--- src/rtl/module_secded_decoder_pkg.sv ---
// Shared extended-Hamming helpers: parity width, data bit placement, encoder.
// The encoder is not used by the decoder datapath; it serves stimulus generation.
package pkg_hamming;

    localparam int unsigned MAX_N = 64;

    typedef enum logic [1:0] {
        ST_NONE = 2'd0,
        ST_SEC  = 2'd1,
        ST_DED  = 2'd2
    } secded_status_t;

    // Smallest r with 2**r >= data_w + r + 1.
    function automatic int unsigned par_width(input int unsigned data_w);
        for (int unsigned r = 1; r < 8; r++) begin
            if ((32'd1 << r) >= data_w + r + 1) return r;
        end
        return 8;
    endfunction

    // Data bits fill the non-power-of-two positions in ascending order from 3.
    function automatic int unsigned data_pos(input int unsigned i);
        int unsigned cnt;
        cnt = 0;
        for (int unsigned p = 3; p < MAX_N; p++) begin
            if ((p & (p - 1)) != 0) begin
                if (cnt == i) return p;
                cnt++;
            end
        end
        return 0;
    endfunction

    function automatic logic [MAX_N-1:0] encode(input logic [MAX_N-1:0] data,
                                                input int unsigned data_w);
        logic [MAX_N-1:0] w;
        int unsigned      pw;
        int unsigned      n;
        logic             p;
        pw = par_width(data_w);
        n  = data_w + pw + 1;
        w  = '0;
        for (int unsigned i = 0; i < data_w; i++) w[data_pos(i)] = data[i];
        for (int unsigned j = 0; j < pw; j++) begin
            p = 1'b0;
            for (int unsigned k = 1; k < n; k++) begin
                if (k[j]) p ^= w[k];
            end
            w[32'd1 << j] = p;
        end
        w[0] = ^w;
        return w;
    endfunction

endpackage

--- src/rtl/module_secded_decoder_syndrome.sv ---
// Combinational Hamming syndrome and overall parity of an extended codeword.
module module_secded_syndrome
    import pkg_hamming::*;
#(
    parameter  int unsigned DATA_W = 4,
    localparam int unsigned PAR_W  = par_width(DATA_W),
    localparam int unsigned N      = DATA_W + PAR_W + 1
) (
    input  logic [N-1:0]     word_i,
    output logic [PAR_W-1:0] syndrome_o,
    output logic             parity_o
);

    always_comb begin
        syndrome_o = '0;
        for (int unsigned j = 0; j < PAR_W; j++) begin
            for (int unsigned k = 1; k < N; k++) begin
                if (k[j]) syndrome_o[j] = syndrome_o[j] ^ word_i[k];
            end
        end
        parity_o = ^word_i;
    end

endmodule

--- src/rtl/module_secded_decoder.sv ---
// Two-stage streaming SEC-DED decoder with valid/ready handshake and
// saturating SEC/DED statistics counted on output delivery.
module module_secded_decoder
    import pkg_hamming::*;
#(
    parameter  int unsigned DATA_W = 4,
    parameter  int unsigned CNT_W  = 16,
    localparam int unsigned PAR_W  = par_width(DATA_W),
    localparam int unsigned N      = DATA_W + PAR_W + 1
) (
    input  logic              clk,
    input  logic              rst,
    input  logic              in_valid,
    output logic              in_ready,
    input  logic [N-1:0]      in_word,
    output logic              out_valid,
    input  logic              out_ready,
    output logic [DATA_W-1:0] out_data,
    output logic [N-1:0]      out_word,
    output logic [PAR_W-1:0]  out_syndrome,
    output logic [1:0]        out_status,
    input  logic              clr_cnt,
    output logic [CNT_W-1:0]  cnt_sec,
    output logic [CNT_W-1:0]  cnt_ded
);

    logic                s1_valid_q;
    logic [N-1:0]        s1_word_q;
    logic [PAR_W-1:0]    s1_syn_q;
    logic                s1_par_q;

    logic                out_valid_q;
    logic [N-1:0]        out_word_q;
    logic [DATA_W-1:0]   out_data_q;
    logic [PAR_W-1:0]    out_syn_q;
    secded_status_t      out_status_q;
    logic [CNT_W-1:0]    cnt_sec_q, cnt_sec_d;
    logic [CNT_W-1:0]    cnt_ded_q, cnt_ded_d;

    logic [PAR_W-1:0]    syn_d;
    logic                par_d;
    logic [N-1:0]        flip;
    logic [N-1:0]        word_d;
    logic [DATA_W-1:0]   data_d;
    secded_status_t      status_d;
    logic                s1_adv, s2_adv;

    module_secded_syndrome #(.DATA_W(DATA_W)) u_syndrome (
        .word_i     (in_word),
        .syndrome_o (syn_d),
        .parity_o   (par_d)
    );

    assign s2_adv   = !out_valid_q || out_ready;
    assign s1_adv   = !s1_valid_q || s2_adv;
    assign in_ready = s1_adv;

    // A syndrome beyond N-1 points outside the word and can only come from a multi-bit error.
    always_comb begin
        flip     = '0;
        status_d = ST_NONE;
        if (s1_syn_q == '0) begin
            if (s1_par_q) begin
                status_d = ST_SEC;
                flip[0]  = 1'b1;
            end
        end else if (!s1_par_q || (32'(s1_syn_q) > N - 1)) begin
            status_d = ST_DED;
        end else begin
            status_d = ST_SEC;
            for (int unsigned k = 0; k < N; k++) begin
                if (32'(s1_syn_q) == k) flip[k] = 1'b1;
            end
        end
        word_d = s1_word_q ^ flip;
        data_d = '0;
        for (int unsigned i = 0; i < DATA_W; i++) data_d[i] = word_d[data_pos(i)];
    end

    always_ff @(posedge clk or posedge rst) begin
        if (rst) begin
            s1_valid_q   <= 1'b0;
            s1_word_q    <= '0;
            s1_syn_q     <= '0;
            s1_par_q     <= 1'b0;
            out_valid_q  <= 1'b0;
            out_word_q   <= '0;
            out_data_q   <= '0;
            out_syn_q    <= '0;
            out_status_q <= ST_NONE;
        end else begin
            if (s1_adv) begin
                s1_valid_q <= in_valid;
                if (in_valid) begin
                    s1_word_q <= in_word;
                    s1_syn_q  <= syn_d;
                    s1_par_q  <= par_d;
                end
            end
            if (s2_adv) begin
                out_valid_q <= s1_valid_q;
                if (s1_valid_q) begin
                    out_word_q   <= word_d;
                    out_data_q   <= data_d;
                    out_syn_q    <= s1_syn_q;
                    out_status_q <= status_d;
                end
            end
        end
    end

    always_comb begin
        cnt_sec_d = cnt_sec_q;
        cnt_ded_d = cnt_ded_q;
        if (clr_cnt) begin
            cnt_sec_d = '0;
            cnt_ded_d = '0;
        end else if (out_valid_q && out_ready) begin
            if (out_status_q == ST_SEC && cnt_sec_q != '1) cnt_sec_d = cnt_sec_q + 1'b1;
            if (out_status_q == ST_DED && cnt_ded_q != '1) cnt_ded_d = cnt_ded_q + 1'b1;
        end
    end

    always_ff @(posedge clk or posedge rst) begin
        if (rst) begin
            cnt_sec_q <= '0;
            cnt_ded_q <= '0;
        end else begin
            cnt_sec_q <= cnt_sec_d;
            cnt_ded_q <= cnt_ded_d;
        end
    end

    assign out_valid    = out_valid_q;
    assign out_data     = out_data_q;
    assign out_word     = out_word_q;
    assign out_syndrome = out_syn_q;
    assign out_status   = out_status_q;
    assign cnt_sec      = cnt_sec_q;
    assign cnt_ded      = cnt_ded_q;

endmodule

--- config.mk ---
export PLATFORM = sky130hd
export DESIGN_NAME = module_secded_decoder
export DESIGN_NICKNAME = d
export VERILOG_FILES = /design/src/rtl/module_secded_decoder_pkg.sv /design/src/rtl/module_secded_decoder_syndrome.sv /design/src/rtl/module_secded_decoder.sv
export SDC_FILE = /design/constraint.sdc
export NUM_CORES = 1
export LEC_CHECK = 0
export CAP_MARGIN = 20
export CORE_MARGIN = 4
export CORE_UTILIZATION = 55
export DETAILED_ROUTE_END_ITERATION = 12
export PLACE_DENSITY = 0.89
export SYNTH_ARGS = -nofsm -noshare
export SYNTH_HDL_FRONTEND = slang
export SYNTH_SLANG_ARGS = --single-unit
--- constraint.sdc ---
create_clock -name clk -period 4.3 [get_ports clk]
set_input_delay 0.86 -clock clk [delete_from_list [all_inputs] [get_ports clk]]
set_output_delay 0.86 -clock clk [all_outputs]
set_load 0.01 [all_outputs]
; ---- Yosys cells after proc, flatten, opt, wreduce, memory -nomap -nowiden
; Index checks and enable logic that the tools add are counted.
[word_totals]
inputBits = 13
romBits = 0
word_cells = 70
mem_bits_rw = 0
mem_count = 0
output_inout_bits = 51
reg_bits = 63
latchBits = 0
[classes]
n_mul = 0
n_bitwise = 10
n_eq_ne = 11
n_div = 0
n_addsub = 2
n_lt_le_gt_ge = 0
reduce_logical = 16
shift = 0
n_mux = 20
[ops]
columns = cell, n
row1 = 2-to-1 mux 16 bit, 6
row2 = "adder 16 x 1 -> 16 bit, second input constant", 2
row3 = "inequality test 16 bit, second input constant", 2
row4 = "== test 3 bit, second input constant", 4
row5 = 2-to-1 mux 1 bit, 10
row6 = bitwise XOR 1 bit, 9
row7 = 2-to-1 mux 8 bit, 1
row8 = AND reduction 2 bit, 4
row9 = XOR reduction 8 bit, 1
row10 = bitwise XOR 8 bit, 1
row11 = 2-to-1 mux 7 bit, 1
row12 = "== test 3 x 2 -> 1 bit, second input constant", 2
row13 = nonzero test 2 bit, 3
row14 = 2-to-1 mux 2 bit, 2
row15 = "== test 3 x 1 -> 1 bit, second input constant", 1
row16 = logical AND 1 bit, 3
row17 = logical NOT 3 bit, 1
row18 = "== test 2 x 1 -> 1 bit, second input constant", 1
row19 = "== test 2 bit, second input constant", 1
row20 = logical NOT 1 bit, 2
row21 = logical OR 1 bit, 2

; ---- Depth between registers and ports, before layout
; Gate-level depths: netlist of run 1.
[depth]
ltp_word = 5
ltp_mapped = 5
mapped_depth_nobuf = 5

; ---- By module
; From an unflattened synthesis of run 1, not the netlist that was laid out.
[unflattened]
hier_cells = 297
area_unflattened_um2 = 3164.3
[modules_own_cells]
columns = mod, seq_area_each_um2, n_inst, area_per_inst_um2, cells_per_inst
row1 = module_secded_decoder, 1476.4, 1, 3060.4, 286
row2 = module_secded_syndrome, 0.0, 1, 103.8, 11

; ---- Worst setup path after synthesis of run 1
; Ideal clock, no wire load.
[synth_path]
path_type = input to register
startpoint = input port out_ready
endpoint = register s1_syn_q[1]
setup_ns = 0.125
n_path_buf = 1
slack_ns = 2.221
arrival_ns = 1.954
path_stages = 4
t_required_ns = 4.175
path_cell_list = nand3b_1 -> nand2_1 -> clkbuf_1 -> mux2_2
[synth_between]
elab_chain_cells = 3
[synth_rtl]
columns = item, line_no
row1 = "start, declared", module_secded_decoder.sv:17  ; input logic out_ready,
row2 = logical OR 1 bit, module_secded_decoder.sv:54  ; assign s2_adv = !out_valid_q || out_ready;
row3 = logical OR 1 bit, module_secded_decoder.sv:55  ; assign s1_adv = !s1_valid_q || s2_adv;
row4 = AND reduction 2 bit (no source line), -
row5 = "end signal, assigned", module_secded_decoder.sv:96  ; s1_syn_q <= syn_d;
row6 = "end, declared", module_secded_decoder.sv:29  ; logic [PAR_W-1:0] s1_syn_q;
; Every way passes these cells.
; A chain may end at the register's enable or synchronous reset.

; ---- Final worst setup path of run 1
[layout_path]
startpoint = input port out_ready
endpoint = output port in_ready
[layout_between]
elab_chain_cells = 2
[layout_rtl]
columns = item, line_no
row1 = logical OR 1 bit, module_secded_decoder.sv:54
row2 = logical OR 1 bit, module_secded_decoder.sv:55
row3 = "end, declared", module_secded_decoder.sv:14  ; output logic in_ready,
; Every way passes these cells.

==> metrics.md, run 1 <==
| Metric | Value |
|---|---|
| Post-synth ARST share | `1.00` |
| Setup_tns | `0 ns` |
| Reg2Reg Depth | `4` |
| Clock Sinks | `roughly 60` |
| GP Congestion | `0.826` |
| Core area | `5570 um2` |
| Diode count | `0` |
| Status | `completed` |
| Family with the most delay on the worst path | `buffers and inverters` |
| Hpwl dp | `around 5.1 mm` |
| Synth Cell Area | `3200 um2` |
| Crit path cell chain | `clkdlybuf4s50_1, nand3b_1, clkdlybuf4s50_1` |
| Detailed Routing Iterations Pass 1 | `4` |
| Antenna violations before repair | `0` |
| Synthesis-stage register bit count | `59` |
| Avg WL per Cell | `roughly 16 um` |
| M1 GR Usage | `0.273` |
| Max-Cap Viols | `0` |
| Setup bufs post-CTS | `0` |
| Syn nets | `around 320` |
| Cell Pwr Density | `371 nW/um2` |
| Top Ports | `64` |
| Relative slew slack | `0.423` |
| Mean Syn Cell Area | `roughly 10 um2` |
| CP Data Required Time | `between 3 and 4 ns` |
| Skew-Pair Late Insertion Delay | `~0.34 ns` |
| Routing usage on met2 | `0.366` |
| GRT Max-Usage Layer | `met2` |
| Fin cells | `about 440` |
| Sequential area share after synthesis | `0.462` |
| Area growth syn-to-layout | `26.5%` |
| RR Startpoint | `cnt_ded[2]` |
| WP buf/inv | `2` |
| Met3 Use GR | `0.0432` |
| Post-synth cell types | `44` |
| RSZ-0062 raised after global routing | `no` |
| Crit Path Class | `in2out` |
| EDFF count, synth | `0` |
| Post-route ant nets | `0` |
| Final Net Count | `around 380` |
| Arrival @ worst endpoint | `2.12 ns` |
| GRT Overall Usage | `0.216` |
| Period utilization | `0.694` |
| Hold depth | `2` |
| Proportion of netlist area held by the largest area contributor | `0.462` |
| Overall power | `approximately 1.5 mW` |
| Initial DRC Count | `roughly 120` |
| Post-CTS Hold Fix Bufs | `0` |
| Fin Clk Skew | `~0.011 ns` |
| Crit-path slowest cell | `clkdlybuf4s50_1` |
| Vias per cell | `~5.9` |
| Fin crit period | `2.98 ns` |
| Die X | `around 84 um` |
| RR Endpoint | `cnt_ded[13]` |
| CTS Buffer Depth | `2` |
| Peak supply drop | `around 0.29 mV` |
| Share of cells above drive strength 1 | `0.132` |
| Pleak | `approximately 1.6 nW` |
| Num CTS Buffers | `9` |
| Largest stage delay, worst path | `about 0.56 ns` |
| Routed WL | `approximately 7.3 mm` |
| Top fanout value on the critical path | `4` |
| Pin count of the biggest net entering global routing | `42` |
| Post-layout util | `0.726` |
| Post_cts resized | `0` |
| Drc violations | `0` |
| Initial Utilization | `0.574` |
| Die Ht | `between 80 and 90 um` |
| Vias | `around 2600` |
| Largest area contributor in the netlist | `dfrtp_1` |
| Congestion Overflow GR | `0` |
| DIE AREA | `a little over 7000 um2` |
| Post-route worst setup slack | `~1.3 ns` |
| Final hold vios | `0` |
| Root Buffer | `clkbuf_8` |
| Port bufs | `63` |
| Post-synth top flop | `dfrtp_1` |
| R2R Setup Slk | `between 2 and 2.5 ns` |
| Reg clk slew, reported paths | `~0.07 ns` |
| Hold path start | `out_word[2]` |
| Worst-Margin Slew | `0.865 ns` |
| Cells after DPL | `428` |
| Global-route wire length before repair | `about 13 mm` |
| Final setup fails | `0` |
| Gate count after technology mapping | `just over 300` |
| CP Capture Type | `primary output` |
| Vias in the first global route | `approximately 2600` |
| CP startpoint kind | `input port` |
| FMAX | `about 340 MHz` |
| Hold Path Class | `reg2reg` |
| H-tree depth | `3` |
| Yosys warns | `0` |
| CTS tree | `yes` |
| Max-slew violation count | `0` |
| Area contributors post-synth | `dfrtp_1, mux2_2, nand2_1, o31ai_1, xnor2_1` |
| Crit-path most repeated cell | `clkdlybuf4s50_1` |
| Pre-CTS setup slack | `between 1 and 1.5 ns` |
| Row cnt | `27` |
| Hold Path End | `out_word[2]` |
cell usage after synthesis, types with 7 or more instances:
library cell,instances
mux2_2,15
or4_1,11
nand2_1,33
o31ai_1,13
xor2_1,8
inv_1,7
nor2b_1,12
dfrtp_1,59
o21ai_0,15
clkbuf_1,12
mux2_1,8
xnor2_1,11
a21oi_1,16
nand3_1,8
nor2_1,11
cells by family after synthesis:
kind of cell | Yosys count | share of synthesized area
buffers and inverters | 24 | 0.0333
flip-flops | 59 | 0.462
AO/OA/AOI/OAI | 54 | 0.105
multiplexers | 25 | 0.0873
AND/OR/NAND/NOR | 125 | 0.253
XOR/XNOR | 19 | 0.0521
adder cells (fa/ha/maj) | 2 | 0.00783
metal layers:
| layer | vias up | routed length (um) |
|---|---|---|
| li1 | 1259 | - |
| met1 | 1284 | 3080 |
| met2 | 68 | 3720 |
| met3 | 8 | 365 |
| met4 | 0 | 89 |
| met5 | - | 0 |
power by group:
group | internal (mW) | switching [mW] | leakage, nW | total, mW
combinational | 0.178 | 0.133 | 0.711 | 0.311
clock | 0.265 | 0.232 | 0.0950 | 0.497
sequential | 0.620 | 0.0740 | 0.769 | 0.694
total | 1.06 | 0.439 | 1.58 | 1.50
worst max-delay path by stage:
stage               startpoint         end  slack [ns]  depth (start not counted)
finish               out_ready    in_ready        1.32                          3
global placement     out_ready    in_ready        1.35                          3
detailed placement   out_ready    in_ready        1.34                          3
CTS                  out_ready    in_ready        1.32                          3
global route         out_ready    in_ready        1.24                          3
floorplan                  rst  cnt_ded[0]        1.98                          1
cell usage in the layout (no fill, tap or decap), types with 4 or more instances in the layout:
cell type / synthesis / final
nand4_2: 4 / 4
nand4_1: 4 / 4
xnor2_1: 11 / 11
nor2b_1: 12 / 12
dfrtp_1: 59 / 59
clkbuf_8: 0 / 9
or3_1: 5 / 5
mux2_1: 8 / 8
o31ai_1: 13 / 13
o21ai_0: 15 / 15
xor2_1: 8 / 8
nand3_1: 8 / 8
nor2_1: 11 / 11
o41ai_1: 4 / 4
nor4_2: 6 / 6
nand2_1: 33 / 33
a21oi_1: 16 / 16
mux2_2: 15 / 15
inv_1: 7 / 6
clkdlybuf4s50_1: 0 / 63
or4_1: 11 / 11
sequential cells by signal, summed over array words and instances, names as in the netlist:
name,cells
s1_valid_q,1
s1_par_q,1
s1_word_q,8
out_valid,1
cnt_ded,16
s1_syn_q,3
cnt_sec,16
out_data,4
out_status,2
out_word,4
out_syndrome,3
final cells by class:
type / count / area, um2
fill: 416 / 1530
clock inverter: 7 / 68.8
clock buffer: 9 / 124
sequential: 59 / 1480
multi-input combinational: 225 / 1610
inverter: 7 / 26.3
timing repair buffer: 65 / 646
tap: 72 / 90.1
per-stage QoR:
| stage | hold slack, ns | area, um2 |
|---|---|---|
| 2_1_floorplan | 0.457 | 3200 |
| 3_3_place_gp | 0.465 | 3850 |
| 3_5_place_dp | 0.472 | 3850 |
| 4_1_cts | 0.492 | 4050 |
| 5_1_grt | 0.537 | 4050 |
| 6_report | 0.492 | 4050 |
worst min-delay path: cells and delay by family (launching register included):
family,cells,cell delay [ns]
and+or+nand+nor,1,0.04
AOI/OAI and AO/OA,1,0.07
DFF,1,0.34
Power figures use the tool's default switching activity.
==> run 2: changes to the inputs <==
--- a/config.mk
+++ b/config.mk
@@ -7,9 +7,9 @@
 export LEC_CHECK = 0
 export CAP_MARGIN = 20
 export CORE_MARGIN = 4
-export CORE_UTILIZATION = 55
+export CORE_UTILIZATION = 52
 export DETAILED_ROUTE_END_ITERATION = 12
-export PLACE_DENSITY = 0.89
+export PLACE_DENSITY = 0.86
 export SYNTH_ARGS = -nofsm -noshare
 export SYNTH_HDL_FRONTEND = slang
 export SYNTH_SLANG_ARGS = --single-unit
==> constraint.sdc (replaced) <==
create_clock -name clk -period 2.75 [get_ports clk]
set_input_delay 0.55 -clock clk [delete_from_list [all_inputs] [get_ports clk]]
set_output_delay 0.55 -clock clk [all_outputs]
set_load 0.01 [all_outputs]
==> metrics.md, run 2 (synthesis results as in run 1) <==
| Metric | Value |
|---|---|
| Core area | `between 5000 and 6000 um2` |
| CP startpoint kind | `input port` |
| Max-slew violation count | `0` |
| Post-CTS Hold Fix Bufs | `0` |
| Global-route wire length before repair | `around 13 mm` |
| Crit Path Class | `in2out` |
| Status | `completed` |
| Cell Pwr Density | `605 nW/um2` |
| Reg2Reg Depth | `4` |
| Setup bufs post-CTS | `0` |
| Peak supply drop | `approximately 0.54 mV` |
| Period utilization | `0.879` |
| Worst-Margin Slew | `around 0.71 ns` |
| Skew-Pair Late Insertion Delay | `about 0.34 ns` |
| Post-route ant nets | `0` |
| Pleak | `roughly 1.6 nW` |
| CP Capture Type | `primary output` |
| Num CTS Buffers | `9` |
| Final setup fails | `0` |
| Arrival @ worst endpoint | `approximately 1.9 ns` |
| CTS Buffer Depth | `2` |
| Crit-path slowest cell | `clkdlybuf4s50_1` |
| Top Ports | `between 60 and 70` |
| WP buf/inv | `2` |
| Max-Cap Viols | `0` |
| Most frequent cells in the layout | `clkdlybuf4s50_1, dfrtp_1, nand2_1, a21oi_1` |
| Setup_tns | `0 ns` |
| Pin count of the biggest net entering global routing | `between 40 and 50` |
| Fin area | `between 4000 and 5000 um2` |
| Port bufs | `between 60 and 70` |
| Final hold vios | `0` |
| Cell depth of the worst setup path | `3` |
| RSZ-0062 raised after global routing | `no` |
| Crit path cell chain | `clkdlybuf4s50_1, nand3b_1, clkdlybuf4s50_1` |
| GRT Overall Usage | `0.212` |
| Post_cts resized | `0` |
| Drc violations | `0` |
| Die X | `between 80 and 90 um` |
| Crit-path most repeated cell | `clkdlybuf4s50_1` |
| Vias | `2661` |
| Initial Utilization | `0.537` |
| Post-Place Cell Area | `between 3000 and 4000 um2` |
| Die Ht | `between 80 and 90 um` |
| Hold Path Class | `reg2reg` |
| Fin Clk Skew | `between 0.01 and 0.015 ns` |
| Congestion Overflow GR | `0` |
| CP Data Required Time | `2.20 ns` |
| Clock Sinks | `59` |
| H-tree depth | `3` |
| Detailed Routing Iterations Pass 1 | `5` |
| Reg clk slew, reported paths | `around 0.07 ns` |
| Final Net Count | `around 380` |
| Fin crit period | `2.42 ns` |
| Cells after DPL | `around 430` |
| Vias per cell | `just under 6` |
| Routed WL | `approximately 7.5 mm` |
| Hold depth | `2` |
| Area growth syn-to-layout | `27.9%` |
| Avg WL per Cell | `16.7 um` |
| FMAX | `between 400 and 500 MHz` |
| Fillers | `between 400 and 500` |
| Top fanout value on the critical path | `4` |
| Family with the most delay on the worst path | `buffers and inverters` |
| Diode count | `0` |
| R2R Setup Slk | `around 0.86 ns` |
| Root Buffer | `clkbuf_8` |
| Share of cells above drive strength 1 | `0.134` |
| Commonest non-fill, non-tap cell in the layout | `clkdlybuf4s50_1` |
| Fin cells | `448` |
| Largest stage delay, worst path | `0.57 ns` |
| Row cnt | `28` |
| DIE AREA | `roughly 7500 um2` |
| GP Congestion | `approximately 0.80` |
| Hpwl dp | `~5.2 mm` |
| Antenna violations before repair | `0` |
| Initial DRC Count | `between 100 and 150` |
| Relative slew slack | `0.525` |
| CTS tree | `yes` |
| Vias in the first global route | `2670` |
run 2: power by group:
part	total [mW]	internal [mW]	switching, mW
Sequential	1.09	0.970	0.123
Combinational	0.483	0.280	0.203
Clock	0.899	0.535	0.364
Total	2.47	1.78	0.690
run 2: through the flow:
step / setup WS [ns] / power [mW] / hold WS [ns] / utilization
global placement: 0.351 / 1.57 / 0.466 / 0.649
floorplan: 0.744 / 1.35 / 0.457 / -
CTS: 0.353 / 2.49 / 0.486 / 0.687
global route: 0.316 / 2.59 / 0.537 / 0.687
detailed placement: 0.297 / 1.59 / 0.470 / 0.649
finish: 0.333 / 2.47 / 0.484 / 0.687
run 2: path summary, 6_finish.rpt:
kind,startpoint,to
setup reg to reg,out_status[1],cnt_sec[14]
hold reg to reg,out_word[2],out_word[2]
setup / recovery,out_ready,in_ready
min in group asynchronous,rst,out_word[1]
max in group asynchronous,rst,cnt_sec[12]
hold / removal,out_word[2],out_word[2]
run 2: layout make-up:
cell class / instances / area (um2) / share of cell area
Clock buffer: 10 / 138 / 0.0336
Tap cell: 75 / 93.8 / 0.0229
Multi-Input combinational cell: 225 / 1610 / 0.395
Inverter: 7 / 26.3 / 0.00642
Sequential cell: 59 / 1480 / 0.361
Timing Repair Buffer: 66 / 653 / 0.160
Clock inverter: 6 / 88.8 / 0.0217
run 2: worst reg2reg max path, delay by kind of cell, from the launching register on:
| family | cells | cell delay (ns) |
|---|---|---|
| flip-flops | 1 | 0.42 |
| multiplexers | 1 | 0.36 |
| AND/OR/NAND/NOR | 3 | 1.01 |
run 2: per-layer routing:
layer  up-vias  track usage  wire (um)
li1       1253            -          -
met3        10       0.0504        481
met4         0       0.0666         86
met2        98        0.352       3740
met1      1300        0.274       3150
met5         -            0          0
==> RTL edit 1, RTL diff (settings of run 1) <==
The parameter `CNT_W` goes from 16 to 20.
--- a/src/rtl/module_secded_decoder.sv
+++ b/src/rtl/module_secded_decoder.sv
@@ -4,7 +4,7 @@
     import pkg_hamming::*;
 #(
     parameter  int unsigned DATA_W = 4,
-    parameter  int unsigned CNT_W  = 16,
+    parameter  int unsigned CNT_W  = 20,
     localparam int unsigned PAR_W  = par_width(DATA_W),
     localparam int unsigned N      = DATA_W + PAR_W + 1
 ) (
Interface: changed (resized cnt_ded and cnt_sec); port bits go from 64 to 72. The function was not compared with the original's and may differ.
==> RTL edit 1 against run 1 <==
Synthesized area grew 15%. Sequential power grew 11%. Sequential cell count grew 8. Non-clock buffer count grew 11. Setup slack lost 0.011 ns. Sequential share of layout area is essentially flat. Total power grew 7.8%. Global-route usage grew 1.5 points. Cell area grew 14%. Routed wire length grew 20%.
==> RTL edit 1: results (changes against run 1) <==
* Skew final at 0.003586 ns (was 0.01143 ns)
* Worst hold endpoint: out_word[0]$_DFFE_PP0P_ (was out_word[2]$_DFFE_PP0P_)
* H-tree Lvls at 3 (unchanged)
* Dpl ws at 1.208 ns (was 1.339 ns)
* Largest net degree at the start of global routing at 50 (was 42)
* Post-Place Cells at 498 (was 428)
* WL met1 at 3650 um (was 3075 um)
* Overall global routing resource usage at 0.2313 (was 0.2161)
* DRT Pass-1 Iters at 6 (was 4)
* Leakage at 1.768 nW (was 1.575 nW)
* Yosys cell types at 53 (was 44)
* ANT cells at 0 (unchanged)
* CTS Buffer Depth at 2 (unchanged)
* Max IR drop VDD at 0.0002626 V (was 0.0002896 V)
* Warnings, synthesis at 0 (unchanged)
* Final wirelength at 8685 um (was 7251 um)
* Input/output buffers at 71 (was 63)
* Vias at 3182 (was 2619)
* Synthesized net count at 389 (was 323)
* Worst slew pin tran at 0.6596 ns (was 0.8645 ns)
* Hold_sp: out_word[0]$_DFFE_PP0P_ (was out_word[2]$_DFFE_PP0P_)
* WL met3 at 456 um (was 365 um)
* Worst reg2reg setup slack at 2.14 ns (was 2.42 ns)
* Cell count after synthesis at 374 (was 308)
* Initial antenna violation count at 0 (unchanged)
* Logic pwr share at 0.200 (was 0.207)
* Seq/Total Area, Yosys at 0.4569 (was 0.4618)
* Final Wtd Congestion at 0.8590 (was 0.8262)
* Top post-synthesis cells by area: dfrtp_1 (46%), mux2_2 (7.1%), nand2_1 (4.0%) (was dfrtp_1 (46%), mux2_2 (5.3%), nand2_1 (3.9%))
* Iter 0 DRT Violations at 322 (was 123)
* Share of cells above drive strength 1 at 0.1164 (was 0.1317)
* DR vias/cell at 6.179 (was 5.899)
* Root Driver: clkbuf_8 (unchanged)
* Hold slack final at 0.4913 ns (was 0.4921 ns)
* Status: finished clean (unchanged)
* Flop+latch power at 0.771 mW (was 0.694 mW)
* Hold-critical path depth at 2 (unchanged)
* R2r startpoint: out_status[0]$_DFFE_PP0P_ (was cnt_ded[2]$_DFFE_PP0P_)
* Nets at 449 (was 382)
* Global-route wire length before repair at 14570 um (was 12560 um)
* Worst stage delay on the critical path at 0.56 ns (about the same)
* Pint at 1.174 mW (was 1.064 mW)
* Dpl hpwl at 5934 um (was 5077 um)
* Post-synth top cells: dfrtp_1 (67), nand2_1 (39), mux2_2 (23) (was dfrtp_1 (59), nand2_1 (33), a21oi_1 (16))
* WL met2 at 4495 um (was 3721 um)
* Grt met1 use at 0.2785 (was 0.2726)
* Met3 Usage GRT at 0.05018 (was 0.04318)
* Area after DPL at 0.004378 sq mm (was 0.003852 sq mm)
* Clock Latency Late Sink at 0.34 ns (about the same)
* Worst hold path type: reg -> reg (unchanged)
* Net switching power of the design at 0.4469 mW (was 0.4389 mW)
* Routing usage on met2 at 0.3963 (was 0.3659)
* Worst-path clk slew at 0.07 ns (about the same)
==> RTL edit 1: changes by cell type in the layout (fill, tap and decap cells not counted), sizes merged, moves of 5 or more <==
cell	before	now
and3	1	7
a211oi	0	5
dfrtp	59	67
clkdlybuf4s50	63	71
nand2	33	39
nand4	8	14
a21oi	16	21
==> RTL edit 1: worst min-delay path: cells and delay by family, from the launching register on <==
family,cells,cell delay (ns)
AOI/OAI and AO/OA,1,0.06
DFF,1,0.35
and+or+nand+nor,1,0.05
==> RTL edit 1: worst max path at each step <==
stage               from                      end  cells past startpoint  slack (ns)
2_1_floorplan        rst   cnt_ded[0]$_DFFE_PP0P_                      1        1.76
3_3_place_gp   out_ready  cnt_ded[13]$_DFFE_PP0P_                      5        1.34
3_5_place_dp   out_ready  cnt_ded[13]$_DFFE_PP0P_                      5        1.21
4_1_cts        out_ready                 in_ready                      3        1.31
5_1_grt        out_ready                 in_ready                      3        1.26
6_report       out_ready                 in_ready                      3        1.30
==> RTL edit 1: layout make-up <==
cell class / count / area (sq um)
Inverter: 9 / 33.78
Clock inverter: 2 / 35.03
Sequential cell: 67 / 1677
Fill cell: 454 / 1823
Clock buffer: 13 / 158.9
Timing Repair Buffer: 76 / 760.7
Multi-Input combinational cell: 271 / 1838
Tap cell: 77 / 96.34
==> RTL edit 1: cells by family (layout without fill, tap and decap cells) <==
group,count (synthesis),count (layout),share of synthesized area
AND/OR/NAND/NOR,150,150,0.2400
AO/OA/AOI/OAI,75,75,0.1309
flip-flops,67,67,0.4569
buffers and inverters,36,100,0.04398
multiplexers,25,25,0.07603
XOR/XNOR,19,19,0.04535
adder cells (fa/ha/maj),2,2,0.006818
==> RTL edit 2, RTL diff (flow settings as in run 1) <==
Made on the original files. Put one more register stage on the output `out_status`, without a reset. The value now appears one clock later. The other outputs are not delayed to match.
--- a/src/rtl/module_secded_decoder.sv
+++ b/src/rtl/module_secded_decoder.sv
@@ -135,7 +135,9 @@
     assign out_data     = out_data_q;
     assign out_word     = out_word_q;
     assign out_syndrome = out_syn_q;
-    assign out_status   = out_status_q;
+    always_ff @(posedge clk) begin
+        out_status <= out_status_q;
+    end
     assign cnt_sec      = cnt_sec_q;
     assign cnt_ded      = cnt_ded_q;
 
Behaviour: not the same (Yosys sat finds a counterexample within 4 cycles, from zero or initial values and one cycle with rst high).
==> RTL edit 2 against run 1 <==
Total power increased by 8.5%. First-iteration DRC count increased by 76%. Synthesized area increased by 1.3%. Non-clock buffer count unchanged. Sequential cell count increased by 2. Cell area increased by 1.0%. Fmax increased by 0.21%. Clock power increased by 19%. Routed wire length increased by 3.0%. Core utilization increased by 0.30 points. Setup slack improved by 0.0062 ns. Combinational power increased by 1%. Register-to-register slack got worse by 0.60 ns. Critical endpoint unchanged.
==> RTL edit 2: results (changes against run 1) <==
* Largest fanout on the critical path at 5 (was 4)
* # fillers at 430 (was 416)
* Hold-critical path depth at 0 (was 2)
* Share of cells above drive strength 1 at 0.1273 (was 0.1317)
* Max IR drop VDD at 0.0003153 V (was 0.0002896 V)
* Skew final at 0.01174 ns (was 0.01143 ns)
* Hold_sp: out_status_q[0]$_DFFE_PP0P_ (was out_word[2]$_DFFE_PP0P_)
* Fraction of registers with async set or reset after synthesis at 0.9672 (was 1.000)
* Slew headroom at 0.2738 (was 0.4228)
* Yosys cell types at 47 (was 44)
* Leakage at 1.593 nW (was 1.575 nW)
* Sw frac at 0.2732 (was 0.2921)
* Synthesized net count at 331 (was 323)
* Post-synth top cells: dfrtp_1 (59), nand2_1 (28), a21oi_1 (26) (was dfrtp_1 (59), nand2_1 (33), a21oi_1 (16))
* Dpl ws at 1.336 ns (was 1.339 ns)
* Area after DPL at 0.003860 sq mm (was 0.003852 sq mm)
* FF-to-FF End: cnt_sec[0]$_DFFE_PP0P_ (was cnt_ded[13]$_DFFE_PP0P_)
* Vias at 2725 (was 2619)
* Vias in the first global route at 2618 (was 2646)
* Largest net degree at the start of global routing at 47 (was 42)
* Dpl hpwl at 5042 um (was 5077 um)
* Overall global routing resource usage at 0.2132 (was 0.2161)
* Worst reg2reg setup slack at 1.82 ns (was 2.42 ns)
* Worst hold endpoint: out_status[0]$_DFF_P_ (was out_word[2]$_DFFE_PP0P_)
* R2r startpoint: cnt_sec[0]$_DFFE_PP0P_ (was cnt_ded[2]$_DFFE_PP0P_)
* Nets at 387 (was 382)
* Seq/Total Area, Yosys at 0.4683 (was 0.4618)
* Status: finished clean (unchanged)
* Number of cells on the worst reg-to-reg path at 5 (was 4)
* Global-route wire length before repair at 12490 um (was 12560 um)
* Final Wtd Congestion at 0.8107 (was 0.8262)
* DRT Pass-1 Iters at 5 (was 4)
RTL edit 2: changes by cell type after synthesis, moves of 5 or more:
cell     before  now
nor2b_1      12    6
nand2_1      33   28
nor4_2        6    0
mux2_1        8    0
a21oi_1      16   26
RTL edit 2: layout make-up:
class | instances | area share
clock buffers | 13 | 0.03889
clock inverters | 3 | 0.01653
inverters | 4 | 0.003674
multi-input cells | 231 | 0.3898
flip-flops and latches | 61 | 0.3711
well taps | 72 | 0.02205
repair buffers | 65 | 0.1580
RTL edit 2: metal layers:
metal | vias to the layer above | GRT usage | part of all wire
met5 | - | 0 | 0
met4 | 0 | 0.06619 | 0.012
met3 | 12 | 0.07262 | 0.074
met2 | 115 | 0.3544 | 0.51
met1 | 1318 | 0.2615 | 0.40
li1 | 1280 | - | -
RTL edit 2: how the worst max path moves through the flow:
stage | startpoint | endpoint | slack (ns) | cells past startpoint
2_1_floorplan | rst | cnt_ded[0]$_DFFE_PP0P_ | 1.98 | 1
5_1_grt | out_ready | in_ready | 1.28 | 3
3_5_place_dp | out_ready | in_ready | 1.34 | 3
4_1_cts | out_ready | in_ready | 1.32 | 3
3_3_place_gp | out_ready | in_ready | 1.34 | 3
6_report | out_ready | in_ready | 1.32 | 3
RTL edit 2: power groups by stage:
stage	Sequential [mW]	Clock [mW]	Combinational, mW
2_1_floorplan	0.718	0	0.184
3_5_place_dp	0.736	0	0.318
6_report	0.727	0.589	0.315
3_3_place_gp	0.731	0	0.307
5_1_grt	0.742	0.621	0.343
4_1_cts	0.727	0.593	0.320
RTL edit 2: kinds of logic (layout without fill, tap and decap cells):
group / after synthesis / count (layout) / synth area share
simple gates: 122 / 122 / 0.2384
compound gates: 67 / 67 / 0.1202
flops: 61 / 61 / 0.4683
buf+inv: 24 / 85 / 0.03979
xor+xnor: 20 / 20 / 0.05410
mux: 20 / 20 / 0.07148
fa+ha+maj: 2 / 2 / 0.007727
RTL edit 2: stage by stage:
| stage | instances | total power [mW] | utilization | hold slack, ns |
|---|---|---|---|---|
| 2_1_floorplan | 316 | 0.9018 | - | 0.3807 |
| 3_3_place_gp | 433 | 1.038 | 0.6883 | 0.4110 |
| 3_5_place_dp | 433 | 1.053 | 0.6883 | 0.4105 |
| 4_1_cts | 449 | 1.639 | 0.7287 | 0.4302 |
| 5_1_grt | 449 | 1.706 | 0.7287 | 0.4630 |
| 6_report | 449 | 1.630 | 0.7287 | 0.4347 |
